`config.mk`:
```
export PLATFORM = sky130hd
export DESIGN_NAME = hs_sync_serializer_flat
export DESIGN_NICKNAME = d
export VERILOG_FILES = /design/src/rtl/hs_sync_serializer_if.sv /design/src/rtl/hs_sync_serializer.sv /design/src/flat_wrapper.sv
export SDC_FILE = /design/constraint.sdc
export NUM_CORES = 1
export LEC_CHECK = 0
export BUFFER_PORTS_ARGS = -buffer_cell sky130_fd_sc_hd__buf_4
export CAP_MARGIN = 20
export CORE_ASPECT_RATIO = 1.2
export CORE_MARGIN = 2
export CORE_UTILIZATION = 50
export DETAILED_ROUTE_END_ITERATION = 8
export PLACE_DENSITY = 0.72
export SLEW_MARGIN = 20
export SYNTH_ARGS = -nofsm -noshare
export SYNTH_HDL_FRONTEND = slang
export SYNTH_SLANG_ARGS = --single-unit
```
`constraint.sdc`:
```
create_clock -name RxDDRClkHS -period 4.85 [get_ports RxDDRClkHS]
set_input_delay 0 -clock RxDDRClkHS [delete_from_list [all_inputs] [get_ports RxDDRClkHS]]
set_output_delay 0 -clock RxDDRClkHS [all_outputs]
set_load 0.01 [all_outputs]
```
`src/rtl/hs_sync_serializer_if.sv`:
```
// Byte-side handshake and serial-line signals of the HS sync serializer.
// The master side feeds bytes and requests bursts; the slave side is the serializer.
interface hs_sync_serializer_if;
    logic       tx_req;
    logic [7:0] tx_data;
    logic       tx_valid;
    logic       tx_ready;
    logic       hs_tx_data;
    logic       hs_tx_en;
    logic       tx_busy;
    logic       tx_done;

    modport master (
        output tx_req, tx_data, tx_valid,
        input  tx_ready, hs_tx_data, hs_tx_en, tx_busy, tx_done
    );

    modport slave (
        input  tx_req, tx_data, tx_valid,
        output tx_ready, hs_tx_data, hs_tx_en, tx_busy, tx_done
    );
endinterface

```
`src/rtl/hs_sync_serializer.sv`:
```
// HS-mode transmit serializer: HS-zero preamble, sync word, LSB-first payload
// bytes from the TX FIFO, then an inverted-bit trail; one line bit per clock.
module hs_sync_serializer #(
    parameter int         ZERO_LEN     = 4,
    parameter logic [5:0] SYNC_PATTERN = 6'b101110,
    parameter int         TRAIL_LEN    = 3
) (
    input logic               RxDDRClkHS,
    input logic               RST,
    hs_sync_serializer_if.slave bus
);

    typedef enum logic [2:0] {
        IDLE  = 3'd0,
        ZERO  = 3'd1,
        SYNC  = 3'd2,
        DATA  = 3'd3,
        TRAIL = 3'd4
    } state_t;

    localparam logic [3:0] ZERO_LAST  = 4'(ZERO_LEN);
    localparam logic [3:0] TRAIL_LAST = 4'(TRAIL_LEN);

    state_t     state_r;
    logic [3:0] cnt_r;
    logic [7:1] shift_r;
    logic       line_r;
    logic       en_r;
    logic       done_r;
    logic       ready_s;

    // Byte request strobe: last sync bit or last data bit is on the line.
    always_comb begin
        ready_s = 1'b0;
        case (state_r)
            SYNC:    ready_s = (cnt_r == 4'd5);
            DATA:    ready_s = (cnt_r == 4'd7);
            default: ready_s = 1'b0;
        endcase
    end

    assign bus.tx_ready   = ready_s;
    assign bus.hs_tx_data = line_r;
    assign bus.hs_tx_en   = en_r;
    assign bus.tx_done    = done_r;
    assign bus.tx_busy    = (state_r != IDLE);

    // Burst sequencer; cnt_r holds the index of the bit currently on the line.
    always_ff @(posedge RxDDRClkHS or negedge RST) begin
        if (!RST) begin
            state_r <= IDLE;
            cnt_r   <= 4'd0;
            shift_r <= 7'd0;
            line_r  <= 1'b0;
            en_r    <= 1'b0;
            done_r  <= 1'b0;
        end else begin
            done_r <= 1'b0;
            case (state_r)
                IDLE: begin
                    line_r <= 1'b0;
                    if (bus.tx_req) begin
                        state_r <= ZERO;
                        en_r    <= 1'b1;
                        cnt_r   <= 4'd1;
                    end else begin
                        en_r  <= 1'b0;
                        cnt_r <= 4'd0;
                    end
                end
                ZERO: begin
                    if (cnt_r == ZERO_LAST) begin
                        state_r <= SYNC;
                        line_r  <= SYNC_PATTERN[0];
                        cnt_r   <= 4'd0;
                    end else begin
                        line_r <= 1'b0;
                        cnt_r  <= cnt_r + 4'd1;
                    end
                end
                SYNC, DATA: begin
                    if (ready_s) begin
                        if (bus.tx_valid) begin
                            state_r <= DATA;
                            shift_r <= bus.tx_data[7:1];
                            line_r  <= bus.tx_data[0];
                            cnt_r   <= 4'd0;
                        end else begin
                            // Trail is the complement of whatever bit went out last.
                            state_r <= TRAIL;
                            line_r  <= ~line_r;
                            cnt_r   <= 4'd1;
                        end
                    end else if (state_r == SYNC) begin
                        line_r <= SYNC_PATTERN[3'(cnt_r[2:0] + 3'd1)];
                        cnt_r  <= cnt_r + 4'd1;
                    end else begin
                        line_r  <= shift_r[1];
                        shift_r <= {1'b0, shift_r[7:2]};
                        cnt_r   <= cnt_r + 4'd1;
                    end
                end
                TRAIL: begin
                    if (cnt_r == TRAIL_LAST) begin
                        state_r <= IDLE;
                        en_r    <= 1'b0;
                        line_r  <= 1'b0;
                        done_r  <= 1'b1;
                        cnt_r   <= 4'd0;
                    end else begin
                        cnt_r <= cnt_r + 4'd1;
                    end
                end
                default: begin
                    state_r <= IDLE;
                    en_r    <= 1'b0;
                    line_r  <= 1'b0;
                    cnt_r   <= 4'd0;
                end
            endcase
        end
    end

endmodule

```
`src/flat_wrapper.sv`:
```
// flat-port wrapper written by rule: the top's interface ports become plain ports
module hs_sync_serializer_flat 
#(
    parameter int         ZERO_LEN     = 4,
    parameter logic [5:0] SYNC_PATTERN = 6'b101110,
    parameter int         TRAIL_LEN    = 3
)
  (RxDDRClkHS, RST, bus_tx_req, bus_tx_data, bus_tx_valid, bus_tx_ready, bus_hs_tx_data, bus_hs_tx_en, bus_tx_busy, bus_tx_done);
  hs_sync_serializer_if bus_i ();
  input logic RxDDRClkHS;
  input logic RST;
  input wire logic [$bits(bus_i.tx_req)-1:0] bus_tx_req;
  input wire logic [$bits(bus_i.tx_data)-1:0] bus_tx_data;
  input wire logic [$bits(bus_i.tx_valid)-1:0] bus_tx_valid;
  output wire logic [$bits(bus_i.tx_ready)-1:0] bus_tx_ready;
  output wire logic [$bits(bus_i.hs_tx_data)-1:0] bus_hs_tx_data;
  output wire logic [$bits(bus_i.hs_tx_en)-1:0] bus_hs_tx_en;
  output wire logic [$bits(bus_i.tx_busy)-1:0] bus_tx_busy;
  output wire logic [$bits(bus_i.tx_done)-1:0] bus_tx_done;
  assign bus_i.tx_req = bus_tx_req;
  assign bus_i.tx_data = bus_tx_data;
  assign bus_i.tx_valid = bus_tx_valid;
  assign bus_tx_ready = bus_i.tx_ready;
  assign bus_hs_tx_data = bus_i.hs_tx_data;
  assign bus_hs_tx_en = bus_i.hs_tx_en;
  assign bus_tx_busy = bus_i.tx_busy;
  assign bus_tx_done = bus_i.tx_done;
  hs_sync_serializer #(.ZERO_LEN(ZERO_LEN), .SYNC_PATTERN(SYNC_PATTERN), .TRAIL_LEN(TRAIL_LEN)) u_core (.RxDDRClkHS(RxDDRClkHS), .RST(RST), .bus(bus_i));
endmodule
```
# After elaboration in Yosys (flattened, before gate mapping)
# Memory sizes are Yosys's and may differ from the RTL's.
# Cells that the tools add are included.
word_totals:
  in_bits: 12
  romBits: 8
  regBits: 17
  word_cells: 59
  memories: 1
  output_inout_bits: 5
op_classes:
  reduce_logical: 7
  n_lt_le_gt_ge: 1
  n_bitwise: 2
  n_addsub: 2
  n_eq_ne: 14
  n_mux: 26
memory_table:
  columns: ["name", "depth", "word_bits", "read_ports", "rd_ports_with_merged_regs", "write_ports", "line_no", "source"]
  rows:
  - ["(no name shown)", 8, 1, 1, 0, 0, "hs_sync_serializer.sv:95", "line_r <= SYNC_PATTERN[3'(cnt_r[2:0] + 3'd1)];"]
op_table:
  columns: ["operator", "count"]
  rows:
  - ["$mux W7", 3]
  - ["$pmux W4 S4", 1]
  - ["$mux W3", 5]
  - ["$eq A4 B3 Y1 const B", 3]
  - ["$mux W4", 3]
  - ["$pmux W3 S4", 1]
  - ["$mux W1", 10]
  - ["$ne A2 B2 Y1 const B", 4]
  - ["$eq A3 B2 Y1 const B", 2]
  - ["$add A4 B1 Y4 const B", 1]
  - ["$eq A4 B2 Y1 const B", 1]
  - ["$lt A3 B4 Y1 const B", 1]
  - ["$ne A2 B1 Y1 const B", 2]
  - ["$pmux W1 S2", 2]
  - ["$reduce_and A4 Y1", 1]
  - ["$add A3 B1 Y3 const B", 1]
  - ["$eq A3 B1 Y1 const B", 1]
  - ["$eq A3 B3 Y1 const B", 1]
  - ["$logic_not A3 Y1", 1]
  - ["$pmux W1 S3", 1]
  - ["$reduce_and A3 Y1", 1]
  - ["$reduce_bool A3 Y1", 1]
  - ["$reduce_or A3 Y1", 1]
  - ["$not A1 Y1", 2]
  - ["other kinds (2)", 2]

# Longest topological paths before layout
logic_depth:
  word_depth: 6
  depth_mapped: 6
  depth_no_buf: 6

# Worst setup path after synthesis
# No wires, ideal clock.
synth_path:
  path_type: "reg-to-reg"
  start: "reg u_core.cnt_r[3]"
  end: "reg u_core.shift_r[2] in the netlist's numbering"
  n_path_buf: 0
  arrival_ps: 1597
  t_required_ps: 4725
  path_stages_with_launch: 5
  path_slack_ps: 3128
  synth_period_minus_slack_ps: 1722
  setup_ps: 125
  cell_sequence: "dfrtp_1 > nand3b_2 > nor3_4 > mux2_2 > mux2_2"
synth_via:
  elab_chain_cells: 4
  word_cells_on_any_way: 7
  cone_classes: "eq/ne: 4; mux: 2; reduce/logical: 1"
synth_rtl:
  columns: ["item", "line_no", "source"]
  rows:
  - ["start, declared", "hs_sync_serializer.sv:25", "logic [3:0] cnt_r;"]
  - ["start signal, assigned", "hs_sync_serializer.sv:78", "cnt_r <= cnt_r + 4'd1;"]
  - ["start signal, assigned", "hs_sync_serializer.sv:96", "cnt_r <= cnt_r + 4'd1;"]
  - ["start signal, assigned", "hs_sync_serializer.sv:100", "cnt_r <= cnt_r + 4'd1;"]
  - ["$eq A4 B3 Y1, on equally long branches", "hs_sync_serializer.sv:37, hs_sync_serializer.sv:36", null]
  - ["$pmux W1 S2 (*)", "hs_sync_serializer.sv:35", "case (state_r)"]
  - ["net bus_tx_ready", "flat_wrapper.sv:15", "output wire logic [$bits(bus_i.tx_ready)-1:0] bus_tx_ready;"]
  - ["$ne A2 B2 Y1 (no line)", null, null]
  - ["$reduce_and A3 Y1 (no line)", null, null]
  - ["end signal, assigned", "hs_sync_serializer.sv:85", "shift_r <= bus.tx_data[7:1];"]
  - ["end signal, assigned", "hs_sync_serializer.sv:99", "shift_r <= {1'b0, shift_r[7:2]};"]
  - ["end, declared", "hs_sync_serializer.sv:26", "logic [7:1] shift_r;"]
# Mark *: on every way through the listed nets, which the timed path passes. The rest lies on a longest branch.
# A chain may end at the register's enable or synchronous reset.

# Final worst setup path
layout_path:
  start: "reg u_core.state_r[2]"
  end: "reg u_core.shift_r[6] in the netlist's numbering"
layout_via:
  elab_chain_cells: 4
  word_cells_on_any_way: 8
  cone_classes: "eq/ne: 4; mux: 2; reduce/logical: 2"
layout_rtl:
  columns: ["item", "line_no", "source"]
  rows:
  - ["start, declared", "hs_sync_serializer.sv:24", "state_t state_r;"]
  - ["start signal, assigned", "hs_sync_serializer.sv:51", "state_r <= IDLE;"]
  - ["start signal, assigned", "hs_sync_serializer.sv:63", "state_r <= ZERO;"]
  - ["start signal, assigned", "hs_sync_serializer.sv:73", "state_r <= SYNC;"]
  - ["$eq A3 B2 Y1, on equally long branches", "hs_sync_serializer.sv:35, hs_sync_serializer.sv:59, hs_sync_serializer.sv:94", null]
  - ["$pmux W1 S2", "hs_sync_serializer.sv:35", null]
  - ["$ne A2 B2 Y1 (no line)", null, null]
  - ["$reduce_and A3 Y1 (no line)", null, null]
# Several ways; a longest one is shown, not always the timed one.

==> metrics.yaml <==
status:
  status: "complete, no violations"
critical_path:
  cp_cell_sequence: "nand2b_2 -> nor3_4 -> mux2_2 -> mux2_2"
  critPathKind: "reg -> reg"
  slowest_stage: "dfrtp_1"
  required_ns: 5.03
  worstPathArrival_ns: 2.09
  startpoint_type: "register"
  crit_path_end_kind: "register"
  slowest_delay_ns: 0.48
  path_common_cell: "mux2_2"
  worstPathMaxFanout: 11
floorplanning:
  die_x_um: 45.3
  pin_count: 17
  core.rowCount: 17
  core_mm2: 0.00189
  initial_core_util_pct: 53.9
  die_area_mm2: 0.00242
  fp.dieH_um: 53.5
final_layout:
  final_util_pct: 62.9
  diodes: 0
  fin_nets: 127
  area_growth_pct: 16.7
  layout-drive-gt1-share_pct: 36.6
power_and_ir_drop:
  vdd_drop_max_uv: 272
  power_density_mw_per_mm2: 536
  leakage_nw: 0.563
  power_mw: 0.638
sta:
  max_freq_mhz: 525
  clock_skew_ns: 0.00952
  period_share_pct: 39.3
  grt_setup_unrepaired: "false"
  tns_ns: 0
  setup_violations: 0
  maxSlewHeadroom_pct: 69.0
  finalMaxSlewViolations: 0
  worstMarginPinSlew_ns: 0.461
  fin_crit_ns: 1.90
  hold_viol: 0
detailed_routing:
  first_iter_violations: 11
  drt-total-wl_mm: 1.89
  dr.pass1.iters: 4
  postRouteAntennaNets: 0
  vias: 746
  post_drt_wl_per_cell_um: 14.4
  drc: 0
  viasPerCell: 5.69
global_routing:
  grt_max_degree: 18
  grt_pass1_vias: 676
  antenna_found_initial: 0
  grt_overflow: 0
  grt_pass1_wl_mm: 3.06
  grt_use_total_pct: 17.7
place:
  gp_congestion: 0.782
  port-buffer-count: 16
  dpl.hpwl_mm: 1.37
synth:
  seq_area_frac_synth_pct: 41.7
  synth_edf_count: 0
  synth_area_mm2: 0.00102
  synthDistinctLibCells: 37
  ys.flop_type: "dfrtp_1"
  syn_inst: 94
  synthArstFlopShare_pct: 100
  avgSynthCellArea_um2: 10.9
  syn-num-nets: 108
  yosys_warnings: 0
  ys_seq_elements: 17
clocking:
  cts_resized: 0
  htreeDepth: 1
  root_buffer: "clkbuf_4"
  cts_tree: "built"
  insertion_delay_ns: 0.30
  cts.sinks: 17
  cts_buffers: 3
  cts.clk_slew.worst_paths_ns: 0.11
  cts_max_path_buffers: 2
job:
  max-cap-violations: 0
worst_hold_path:
  min_path_type: "in -> reg"
registers in the layout, indices dropped and copies added (netlist names):
register               cells
u_core.bus.tx_done         1
u_core.cnt_r               4
u_core.bus.hs_tx_en        1
u_core.bus.hs_tx_data      1
u_core.state_r             3
u_core.shift_r             7
synth_stat cells (2+ instances only):
| cell | instances | area share [%] |
|---|---|---|
| a21oi_1 | 4 | 2.0 |
| a22o_1 | 2 | 1.7 |
| buf_2 | 3 | 1.5 |
| buf_6 | 2 | 2.2 |
| dfrtp_1 | 17 | 42 |
| ha_1 | 2 | 2.5 |
| inv_1 | 8 | 2.9 |
| mux2_2 | 11 | 12 |
| mux2i_1 | 5 | 4.9 |
| nand2_1 | 4 | 1.5 |
| nand3_1 | 2 | 0.98 |
| nor2_1 | 6 | 2.2 |
| o21ai_0 | 3 | 1.5 |
| xnor2_1 | 2 | 1.7 |
through the flow:
stage          worst slack (ns)  std cells  hold slack [ns]  area, µm²
2_1_floorplan              3.13         94           -0.296       1020
3_3_place_gp               2.99        123           -0.124       1120
3_5_place_dp               2.96        123           -0.120       1120
4_1_cts                    2.95        131           0.0160       1190
5_1_grt                    2.85        131           0.0242       1190
6_report                   2.95        131          0.00229       1190
critical path, delay by kind of cell, from the launching register on:
kind	cells	cell delay, ns
simple gates	2	0.67
mux	2	0.63
flops	1	0.48
path summary, 6_finish.rpt:
kind                                        start                end  slack [ns]  cells past startpoint
worst max-delay path            u_core.state_r[2]  u_core.shift_r[6]        2.95                      4
worst min-delay path               bus_tx_data[1]  u_core.shift_r[1]       0.002                      3
worst max register to register  u_core.state_r[2]  u_core.shift_r[6]        2.95                      4
worst min register to register  u_core.shift_r[2]  u_core.shift_r[2]        0.52                      1
max in group asynchronous                     RST    u_core.cnt_r[0]        4.56                      2
min in group asynchronous                     RST  u_core.shift_r[5]        0.09                      2
cell usage in the layout (no fill, tap or decap), drive strengths merged, types with 2 or more instances in the layout:
master and instances:
nor3 2, buf 16, mux2 11, nand2 4, mux2i 5, ha 2, a22o 2, inv 8
nand3 2, clkbuf 3, dlygate4sd3 4, o21ai 3, a21oi 5, dfrtp 17, xnor2 2, nand3b 2
nor2 6
timing repair:
action / 4_1_cts / 5_1_grt
hold buffers: 4 / 0
buffers inserted: 0 / 0
endpoints found under the hold margin: 20 / 0
endpoints found under the setup margin: 0 / 0
area by class of cell:
class / instances / area (µm²)
fillers: 156 / 702
multi-input cells: 63 / 524
flip-flops and latches: 17 / 425
repair buffers: 20 / 160
inverters: 8 / 30.0
well taps: 19 / 23.8
clock buffers: 3 / 22.5
clock inverters: 1 / 5.00
routing by layer:
layer | GRT usage (%) | vias to the layer above | share of wire [%]
met1 | 23.9 | 357 | 43
met3 | 2.05 | 4 | 3.4
met5 | 0 | - | 0
li1 | - | 363 | -
met4 | 5.88 | 0 | 0.90
met2 | 29.0 | 22 | 52
where the power goes:
part | switching [mW] | internal, mW | total, mW
combinational | 0.154 | 0.162 | 0.317
clock | 0.0475 | 0.0307 | 0.0782
sequential | 0.0601 | 0.183 | 0.244
total | 0.262 | 0.377 | 0.638
logic make-up (layout without fill, tap and decap cells):
family | count (synthesis) | count (layout) | synth area share (%)
mux | 16 | 16 | 17.0
xor+xnor | 3 | 3 | 2.57
compound gates | 18 | 18 | 14.3
fa+ha+maj | 3 | 3 | 3.43
buf+inv | 14 | 32 | 6.98
simple gates | 23 | 23 | 14.0
flops | 17 | 17 | 41.7
Note: power is estimated with default switching activity, not from simulation.
